### config.mk
export PLATFORM = sky130hd
export DESIGN_NAME = instr_sequencer_flat
export DESIGN_NICKNAME = d
export VERILOG_FILES = /design/src/rtl/instr_sequencer_pkg.sv /design/src/rtl/instr_sequencer_if.sv /design/src/rtl/instr_sequencer_branch_lut.sv /design/src/rtl/instr_sequencer.sv /design/src/flat_wrapper.sv
export SDC_FILE = /design/constraint.sdc
export NUM_CORES = 1
export LEC_CHECK = 0
export ABC_AREA = 1
export ABC_CLOCK_PERIOD_IN_PS = 1500
export CAP_MARGIN = 20
export CORE_AREA = 5 5 65 67
export CTS_CLUSTER_DIAMETER = 200
export CTS_CLUSTER_SIZE = 24
export DETAILED_ROUTE_END_ITERATION = 10
export DIE_AREA = 0 0 70 72
export MAX_ROUTING_LAYER = met4
export PLACE_DENSITY = 0.77
export SYNTH_ARGS = -nofsm -noshare
export SYNTH_HDL_FRONTEND = slang
export SYNTH_SLANG_ARGS = --single-unit
### constraint.sdc
create_clock -name clk -period 1.5 [get_ports clk]
set_clock_uncertainty 0.1 [all_clocks]
set_input_delay 0.15 -clock clk [delete_from_list [all_inputs] [get_ports clk]]
set_output_delay 0.15 -clock clk [all_outputs]
set_load 0.02 [all_outputs]
### src/rtl/instr_sequencer_pkg.sv
// rtl/instr_sequencer_pkg.sv - shared states, opcode/function encodings and branch target table
package instr_sequencer_pkg;

  typedef enum logic [2:0] {
    IDLE,
    FETCH,
    EXEC,
    MEM,
    DONE
  } seq_state_t;

  // Major opcodes, IR[8:6]
  localparam logic [2:0] opO   = 3'd0;
  localparam logic [2:0] opADD = 3'd1;
  localparam logic [2:0] opSUB = 3'd2;
  localparam logic [2:0] opSEI = 3'd3;
  localparam logic [2:0] opCEQ = 3'd4;
  localparam logic [2:0] opCLT = 3'd5;
  localparam logic [2:0] opLW  = 3'd6;
  localparam logic [2:0] opSW  = 3'd7;

  // O-type function codes, IR[2:0]
  localparam logic [2:0] fnB0  = 3'd0;
  localparam logic [2:0] fnB1  = 3'd1;
  localparam logic [2:0] fnSLL = 3'd2;
  localparam logic [2:0] fnSRL = 3'd3;
  localparam logic [2:0] fnSRA = 3'd4;
  localparam logic [2:0] fnROL = 3'd5;

  // Branch targets are stored wider than any practical PC and truncated at the lookup
  localparam int LUT_DEPTH = 8;
  localparam int LUT_TGT_W = 16;
  localparam logic [LUT_TGT_W-1:0] BRANCH_TARGETS [LUT_DEPTH] = '{
    16'd0, 16'd8, 16'd40, 16'd64, 16'd100, 16'd200, 16'd512, 16'd1023
  };

  function automatic logic is_branch_fn(input logic [2:0] fn);
    return (fn == fnB0) || (fn == fnB1);
  endfunction

endpackage

### src/rtl/instr_sequencer_if.sv
// rtl/instr_sequencer_if.sv - sequencer bus towards ROM, ALU, register file and data memory
interface instr_sequencer_if #(
  parameter int PC_W = 10
);
  logic            start;
  logic [8:0]      instr;
  logic            alu_flag;
  logic            alu_ovf;
  logic            alu_br_en;
  logic            mem_ready;
  logic [PC_W-1:0] pc;
  logic [2:0]      alu_op;
  logic [2:0]      alu_func;
  logic            flag_q;
  logic            ovf_q;
  logic [2:0]      ra_addr;
  logic [2:0]      rb_addr;
  logic            reg_we;
  logic            reg_wsel;
  logic            mem_req;
  logic            mem_we;
  logic            done;

  modport master (
    input  start, instr, alu_flag, alu_ovf, alu_br_en, mem_ready,
    output pc, alu_op, alu_func, flag_q, ovf_q, ra_addr, rb_addr,
           reg_we, reg_wsel, mem_req, mem_we, done
  );

  modport slave (
    output start, instr, alu_flag, alu_ovf, alu_br_en, mem_ready,
    input  pc, alu_op, alu_func, flag_q, ovf_q, ra_addr, rb_addr,
           reg_we, reg_wsel, mem_req, mem_we, done
  );
endinterface

### src/rtl/instr_sequencer_branch_lut.sv
// rtl/instr_sequencer_branch_lut.sv - combinational branch target table indexed by IR[5:3]
module instr_sequencer_branch_lut
  import instr_sequencer_pkg::*;
#(
  parameter int PC_W  = 10,
  parameter int LUT_W = 3
) (
  input  logic [LUT_W-1:0] idx,
  output logic [PC_W-1:0]  target
);

  assign target = PC_W'(BRANCH_TARGETS[idx]);

endmodule

### src/rtl/instr_sequencer.sv
// rtl/instr_sequencer.sv - fetch/exec/mem control sequencer; SEQ_CYCLE_COUNT_EN adds cycle_cnt
module instr_sequencer
  import instr_sequencer_pkg::*;
#(
  parameter int PC_W    = 10,
  parameter int DONE_PC = 1023,
  parameter int LUT_W   = 3
) (
  input  logic clk,
  input  logic reset,
  instr_sequencer_if.master bus
`ifdef SEQ_CYCLE_COUNT_EN
  ,
  output logic [31:0] cycle_cnt
`endif
);

  localparam logic [PC_W-1:0] DONE_PC_V = PC_W'(DONE_PC);

  seq_state_t      state, state_next;
  logic [PC_W-1:0] pc_q, pc_next, pc_inc, lut_target;
  logic [8:0]      ir_q, ir_next;
  logic            flag_q, flag_next;
  logic            ovf_q, ovf_next;
  logic [2:0]      op, fn;
  logic [2:0]      alu_op, alu_func;
  logic            reg_we, reg_wsel, mem_req, mem_we;

  assign op     = ir_q[8:6];
  assign fn     = ir_q[2:0];
  assign pc_inc = pc_q + 1'b1;

  instr_sequencer_branch_lut #(
    .PC_W  (PC_W),
    .LUT_W (LUT_W)
  ) u_branch_lut (
    .idx    (LUT_W'(ir_q[5:3])),
    .target (lut_target)
  );

  // State and architectural registers; reset drops every strobe on the same edge
  always_ff @(posedge clk) begin
    if (reset) begin
      state  <= IDLE;
      pc_q   <= '0;
      ir_q   <= '0;
      flag_q <= 1'b0;
      ovf_q  <= 1'b0;
    end else begin
      state  <= state_next;
      pc_q   <= pc_next;
      ir_q   <= ir_next;
      flag_q <= flag_next;
      ovf_q  <= ovf_next;
    end
  end

  // Next-state, next-PC and per-state strobes
  always_comb begin
    state_next = state;
    pc_next    = pc_q;
    ir_next    = ir_q;
    flag_next  = flag_q;
    ovf_next   = ovf_q;
    alu_op     = 3'd0;
    alu_func   = 3'd0;
    reg_we     = 1'b0;
    reg_wsel   = 1'b0;
    mem_req    = 1'b0;
    mem_we     = 1'b0;
    case (state)
      IDLE, DONE: begin
        // Flags survive a restart; only the PC is rewound
        if (bus.start) begin
          state_next = FETCH;
          pc_next    = '0;
        end
      end
      FETCH: begin
        // The end check happens before any wrap, so DONE_PC itself is never executed
        if (pc_q == DONE_PC_V) begin
          state_next = DONE;
        end else begin
          ir_next    = bus.instr;
          state_next = EXEC;
        end
      end
      EXEC: begin
        alu_op     = op;
        alu_func   = fn;
        flag_next  = bus.alu_flag;
        ovf_next   = bus.alu_ovf;
        state_next = FETCH;
        pc_next    = pc_inc;
        case (op)
          opADD, opSUB, opSEI: reg_we = 1'b1;
          opCEQ, opCLT: ;
          opLW, opSW: state_next = MEM;
          opO: begin
            if (is_branch_fn(fn)) begin
              if (bus.alu_br_en) pc_next = lut_target;
            end else begin
              reg_we = 1'b1;
            end
          end
          default: ;
        endcase
      end
      MEM: begin
        // PC already advanced in EXEC; the request is held until memory answers
        mem_req = 1'b1;
        mem_we  = (op == opSW);
        if (bus.mem_ready) begin
          state_next = FETCH;
          if (op == opLW) begin
            reg_we   = 1'b1;
            reg_wsel = 1'b1;
          end
        end
      end
      default: state_next = IDLE;
    endcase
  end

`ifdef SEQ_CYCLE_COUNT_EN
  // Busy-cycle counter: cleared by an accepted start, saturating, frozen outside a run
  always_ff @(posedge clk) begin
    if (reset) begin
      cycle_cnt <= '0;
    end else if ((state == IDLE || state == DONE) && bus.start) begin
      cycle_cnt <= '0;
    end else if ((state == FETCH || state == EXEC || state == MEM) &&
                 (cycle_cnt != 32'hFFFF_FFFF)) begin
      cycle_cnt <= cycle_cnt + 32'd1;
    end
  end
`endif

  assign bus.pc       = pc_q;
  assign bus.alu_op   = alu_op;
  assign bus.alu_func = alu_func;
  assign bus.flag_q   = flag_q;
  assign bus.ovf_q    = ovf_q;
  assign bus.ra_addr  = ir_q[5:3];
  assign bus.rb_addr  = ir_q[2:0];
  assign bus.reg_we   = reg_we;
  assign bus.reg_wsel = reg_wsel;
  assign bus.mem_req  = mem_req;
  assign bus.mem_we   = mem_we;
  assign bus.done     = (state == DONE);

endmodule
### src/flat_wrapper.sv
// flat-port wrapper written by rule: the top's interface ports become plain ports
module instr_sequencer_flat import instr_sequencer_pkg::*;
#(
  parameter int PC_W    = 10,
  parameter int DONE_PC = 1023,
  parameter int LUT_W   = 3
)
  (clk, reset, bus_start, bus_instr, bus_alu_flag, bus_alu_ovf, bus_alu_br_en, bus_mem_ready, bus_pc, bus_alu_op, bus_alu_func, bus_flag_q, bus_ovf_q, bus_ra_addr, bus_rb_addr, bus_reg_we, bus_reg_wsel, bus_mem_req, bus_mem_we, bus_done);
  instr_sequencer_if #(.PC_W(PC_W)) bus_i ();
  input  logic clk;
  input  logic reset;
  input wire logic [$bits(bus_i.start)-1:0] bus_start;
  input wire logic [$bits(bus_i.instr)-1:0] bus_instr;
  input wire logic [$bits(bus_i.alu_flag)-1:0] bus_alu_flag;
  input wire logic [$bits(bus_i.alu_ovf)-1:0] bus_alu_ovf;
  input wire logic [$bits(bus_i.alu_br_en)-1:0] bus_alu_br_en;
  input wire logic [$bits(bus_i.mem_ready)-1:0] bus_mem_ready;
  output wire logic [$bits(bus_i.pc)-1:0] bus_pc;
  output wire logic [$bits(bus_i.alu_op)-1:0] bus_alu_op;
  output wire logic [$bits(bus_i.alu_func)-1:0] bus_alu_func;
  output wire logic [$bits(bus_i.flag_q)-1:0] bus_flag_q;
  output wire logic [$bits(bus_i.ovf_q)-1:0] bus_ovf_q;
  output wire logic [$bits(bus_i.ra_addr)-1:0] bus_ra_addr;
  output wire logic [$bits(bus_i.rb_addr)-1:0] bus_rb_addr;
  output wire logic [$bits(bus_i.reg_we)-1:0] bus_reg_we;
  output wire logic [$bits(bus_i.reg_wsel)-1:0] bus_reg_wsel;
  output wire logic [$bits(bus_i.mem_req)-1:0] bus_mem_req;
  output wire logic [$bits(bus_i.mem_we)-1:0] bus_mem_we;
  output wire logic [$bits(bus_i.done)-1:0] bus_done;
  assign bus_i.start = bus_start;
  assign bus_i.instr = bus_instr;
  assign bus_i.alu_flag = bus_alu_flag;
  assign bus_i.alu_ovf = bus_alu_ovf;
  assign bus_i.alu_br_en = bus_alu_br_en;
  assign bus_i.mem_ready = bus_mem_ready;
  assign bus_pc = bus_i.pc;
  assign bus_alu_op = bus_i.alu_op;
  assign bus_alu_func = bus_i.alu_func;
  assign bus_flag_q = bus_i.flag_q;
  assign bus_ovf_q = bus_i.ovf_q;
  assign bus_ra_addr = bus_i.ra_addr;
  assign bus_rb_addr = bus_i.rb_addr;
  assign bus_reg_we = bus_i.reg_we;
  assign bus_reg_wsel = bus_i.reg_wsel;
  assign bus_mem_req = bus_i.mem_req;
  assign bus_mem_we = bus_i.mem_we;
  assign bus_done = bus_i.done;
  instr_sequencer #(.PC_W(PC_W), .DONE_PC(DONE_PC), .LUT_W(LUT_W)) u_core (.clk(clk), .reset(reset), .bus(bus_i));
endmodule
Yosys cells after proc, flatten, opt, wreduce, memory -nomap -nowiden

Memory sizes are Yosys's and may differ from the RTL's.
Index checks and enable logic that the tools add are counted.

Memory bits (read-only): 128
Logic and storage cells: 56
RAM bits: 0
Latch bits: 0
Bits of input ports: 16
Output and inout port bits: 29
Memories kept: 1
Register bits after elaboration: 24

Multiply operators: 0
Divide/modulo/power cells: 0
Magnitude comparators: 1
Mux-type cells: 22
Reductions and logical operators: 11
Bitwise gates (word level): 2
Eq/ne operators: 13
Shift operators: 0
Add/subtract/negate cells: 1

Memories:

| name             | depth | bits a word | read ports | clocked after memory_dff | write ports | line                             | RTL |
|---|---|---|---|---|---|---|---|
| (name not given) | 8     | 16          | 1          | 0                        | 0           | instr_sequencer_branch_lut.sv:12 | `assign target = PC_W'(BRANCH_TARGETS[idx]);` |

Operator list:

| cell                                                                  | count |
|---|---|
| 10-bit 2-to-1 mux                                                     | 6 |
| 10-bit one-hot mux with 2 select lines                                | 1 |
| 3-bit 2-to-1 mux                                                      | 5 |
| 3-bit by 2-bit equality test with 1-bit output, second input constant | 4 |
| 3-bit one-hot mux with 4 select lines                                 | 1 |
| 10-bit by 1-bit adder with 10-bit output, second input constant       | 1 |
| 10-bit equality test, second input constant                           | 1 |
| 3-bit by 1-bit equality test with 1-bit output, second input constant | 3 |
| 3-bit equality test, second input constant                            | 3 |
| 3-bit zero test                                                       | 3 |
| 1-bit 2-to-1 mux                                                      | 6 |
| 2-bit AND reduction                                                   | 3 |
| 4-bit >= comparator, second input constant                            | 1 |
| 2-bit != test, second input constant                                  | 2 |
| 3-bit NOT with 4-bit output                                           | 1 |
| 1-bit one-hot mux with 2 select lines                                 | 2 |
| 2-bit OR reduction                                                    | 2 |
| 3-bit OR reduction                                                    | 1 |
| 2-bit 2-to-1 mux                                                      | 1 |
| 2-bit nonzero test                                                    | 1 |
| 1-bit logical OR                                                      | 1 |
| 1-bit NOT                                                             | 1 |

Depth between registers and ports, before layout

Word-level depth: 8
Gate-level depth with buffers: 9
Depth with buffers taken out: 9

Cells and area by module

From an unflattened synthesis, not the netlist that was laid out.

Cell total of the unflattened synthesis: 234
Area, all modules: 1,495.2 um^2

Modules (own cells, without submodules):

| module                     | seq. area each (um^2) | cells an instance | instances | area each (um^2) |
|---|---|---|---|---|
| instr_sequencer            | 480.5                 | 212               | 1         | 1,382.6 |
| instr_sequencer_branch_lut | 0.0                   | 22                | 1         | 112.6 |

Worst setup path after synthesis

No wires, ideal clock.

Kind: register -> register
Start: register u_core.pc_q[1] (netlist: u_core.bus.pc[1])
End: register u_core.state[1]
Clock period less this slack: 1,708 ps
Slack: -208 ps
Data arrival time: 1,498 ps
Library setup time: 109 ps
Cell stages (with the launch flop): 10
Cell sequence: dfxtp_1 > ha_1 > nand2_1 > nor2_2 > nand4_1 > nand2_1 > buf_4 > nand3_1 > nand2_1 > inv_1

Word-level cells in the longest chain between the ends: 3

RTL lines:

| element                               | line                  | RTL |
|---|---|---|
| from (decl)                           | instr_sequencer.sv:21 | `logic [PC_W-1:0] pc_q, pc_next, pc_inc, lut_target;` |
| from (signal assigned)                | instr_sequencer.sv:51 | `pc_q <= pc_next;` |
| 10-bit equality test                  | instr_sequencer.sv:81 | `if (pc_q == DONE_PC_V) begin` |
| 3-bit 2-to-1 mux                      | instr_sequencer.sv:81 |  |
| 3-bit one-hot mux with 4 select lines | instr_sequencer.sv:71 | `case (state)` |
| to (signal assigned)                  | instr_sequencer.sv:50 | `state <= state_next;` |
| to (decl)                             | instr_sequencer.sv:20 | `seq_state_t state, state_next;` |

No other way between the ends.
A chain may end at the register's enable or synchronous reset.

Worst setup path after layout

Start: register u_core.state[2]
End: output bus_alu_op[1]

Word-level cells in the longest chain between the ends: 2

RTL lines:

| element                                        | line                  | RTL |
|---|---|---|
| 3-bit by 2-bit equality test with 1-bit output | instr_sequencer.sv:71 |  |
| 3-bit 2-to-1 mux                               | instr_sequencer.sv:71 |  |
| to (decl)                                      | flat_wrapper.sv:19    | `output wire logic [$bits(bus_i.alu_op)-1:0] bus_alu_op;` |

No other way between the ends.

==> metrics.yaml <==
min_path:
  holdCritStartpoint: "bus_alu_flag"
  whs_path_depth: 3
  hp-class: "input port to register"
  holdPathEnd: "u_core.bus.flag_q$_SDFFE_PP0P_"
worst_setup_path:
  rr_endpoint: "u_core.bus.pc[1]$_SDFFE_PP0P_"
  r2r_cells: 7
  cp_max_fo: 9
  worst_ep_required_time_ns: 1.25
  r2r_start: "u_core.state[2]$_SDFFE_PP0P_"
  crit_arrival_ns: 1.35
  critPathLaunch: "u_core.state[2]$_SDFFE_PP0P_"
  start_kind: "register"
  end_kind: "primary output"
  crit_type: "register to primary output"
  r2r_slack_ns: -0.06
floorplan:
  core-area_um2: 3580
  row_count: 22
  io_pins: 45
  die-area_um2: 5040
  initial_core_util_pct: 39.4
  die_h_um: 72
  die_x_um: 70
synth:
  post_synth_num_cell_types: 28
  synthesis.nets: 236
  yosys_warnings: 0
  syn_area_um2: 1410
  synth-seq-cells: 24
  synth_top_area_cell: "dfxtp_1"
  ys_seq_area_share_pct: 34.1
  yosysTopAreaCellShare_pct: 34.1
  synth.area.top_cells: "dfxtp_1, nand2_1, nor2_1, a21oi_1, inv_1"
  syn_inst: 217
  avgSynthCellArea_um2: 6.49
sta:
  clock.fmax_mhz: 625
  hold_viol: 0
  slew_headroom_pct: 75.4
  rsz0062_at_grt: "true"
  worst_pin_slew_ns: 0.369
  finalSetupTns_ns: -0.650
  setup_violations: 13
  finalCritPeriodShare_pct: 107
  period_minus_slack_ns: 1.60
  drv_slew: 0
  worst_slack_ns: -0.101
power_and_ir_drop:
  peakVddDrop_mv: 0.449
  pwr_density_cell_nw_per_um2: 792
  p_leak_uw: 0.00108
  total_power_uw: 1830
placement:
  post-place-ws_ns: -0.337
  dp_hpwl_um: 2680
  placed_area_um2: 2090
  place_congestion: 0.899
  placement.io_buffers: 44
grt:
  antenna_found_initial: 0
  grtUsageTotal_pct: 15.5
  grt_pass1_vias: 1449
  grt_max_degree: 15
  grt.overflow.total: 0
  grt_pass1_wl_um: 6220
clocking:
  clk_path_buf_depth: 2
  clock_latency_ns: 0.32
  cts_tree: "done"
  clockRootBuffer: "clkbuf_4"
  cts_hold_buf: 0
  path_clk_slew_ns: 0.15
  clock_sinks: 24
  numCtsBuffers: 3
  cts-htree-levels: 1
flow_run:
  maxCapViolations: 0
finish:
  post-route-util_pct: 64.5
  syn2layout_area_growth_pct: 63.9
  n_antenna_cell: 0
  multi_input_area_um2: 897
  seq_area_um2: 499
  nets: 314
  fill_cells: 321
  final_area_um2: 2310
  drive_above_1_share_pct: 30.3
routing:
  firstDrtPassIters: 4
  vias_per_cell: 4.75
  routed-via-count: 1624
  wirelength_um: 3970
  wl_per_cell_um: 11.6
  drtAntennaViolNets: 0
  drc_errors: 0
  drtIter0Drc: 138
status:
  violations: "negative setup slack"
  status: "complete, but fails checks"
-- worst max-delay path by stage --
stage / endpoint / slack (ns) / cells after the start
6_report: bus_alu_op[1] / -0.10 / 4
5_1_grt: bus_reg_we / -0.17 / 4
4_1_cts: bus_reg_we / -0.10 / 4
3_5_place_dp: bus_reg_we / -0.34 / 5
3_3_place_gp: bus_reg_we / -0.35 / 5
2_1_floorplan: u_core.state[1]$_SDFFE_PP0P_ / -0.03 / 9
-- logic make-up after synthesis --
kind of cell	after synthesis	synth area share, %
buffers and inverters	36	12.0
adders and majority gates	3	2.66
xor gates and xnor gates	2	1.24
DFF	24	34.1
AOI/OAI and AO/OA	39	15.8
and+or+nand+nor	113	34.2
-- cell usage in the layout (no fill, tap or decap), types with 3 or more instances in the layout --
| cell type | synthesis | layout |
|---|---|---|
| a21oi_1 | 17 | 17 |
| buf_4 | 7 | 44 |
| buf_6 | 1 | 4 |
| clkbuf_4 | 0 | 3 |
| clkdlybuf4s50_1 | 0 | 15 |
| dfxtp_1 | 24 | 19 |
| dfxtp_4 | 0 | 5 |
| dlygate4sd2_1 | 0 | 17 |
| inv_1 | 21 | 19 |
| inv_2 | 4 | 5 |
| nand2_1 | 63 | 61 |
| nand2_4 | 0 | 3 |
| nand3_1 | 11 | 9 |
| nand4_1 | 3 | 3 |
| nor2_1 | 25 | 21 |
| nor2_2 | 3 | 4 |
| nor2_4 | 0 | 3 |
| nor3_4 | 1 | 3 |
| o21ai_0 | 14 | 7 |
| o21ai_1 | 2 | 7 |
-- cell usage after synthesis, drive strengths merged --
master,count
nor3,4
inv,25
nor4,1
nand3,11
dfxtp,24
or2,1
nand2,63
nand4,3
o211ai,1
ha,3
a31o,1
a21oi,20
nand3b,2
o21a,1
nor2,28
xor2,1
o21ai,16
buf,9
clkbuf,2
xnor2,1
-- routing by layer --
layer  vias up  track usage, %  part of all wire, %
met1       726            18.0                   44
met3         4            2.77                  6.1
met5         -               -                    0
li1        848               -                    -
met4         0            4.47                  1.1
met2        46            27.4                   49
-- flip-flops by register name, summed over array words and instances (netlist names) --
name and count:
u_core.bus.ovf_q 1, u_core.bus.pc 10, u_core.ir_q 9, u_core.state 3
u_core.bus.flag_q 1
-- cell type report --
class | count | area share [%]
sequential | 24 | 21.6
clock inverter | 1 | 1.30
multi-input combinational | 159 | 38.8
inverter | 25 | 4.17
clock buffer | 3 | 0.975
timing repair buffer | 82 | 30.5
tap | 48 | 2.60
-- what timing repair did --
item	4_1_cts	5_1_grt
cloned	2	0
endpoints found under the setup margin	40	31
pin swaps	4	8
buffers inserted	3	3
gates resized for setup	88	31
-- critical path, stage by stage, from the launching register on --
cell     delay (ns)
dfxtp_4        0.39
nor3_4         0.22
inv_2          0.13
nor2_2         0.16
buf_6          0.14
-- power breakdown --
| group | internal [µW] | leakage, µW | switching, µW |
|---|---|---|---|
| Clock | 270 | 0.0000279 | 217 |
| Combinational | 288 | 0.000853 | 331 |
| Sequential | 683 | 0.000199 | 40.4 |
-- per-stage QoR --
| step | instances | hold WS [ns] |
|---|---|---|
| after floorplan | 217 | 0.119 |
| after global placement | 330 | 0.363 |
| after detailed placement | 330 | 0.366 |
| after CTS | 339 | 0.287 |
| after global routing | 342 | 0.326 |
| final | 342 | 0.303 |
Power figures use the tool's default switching activity.
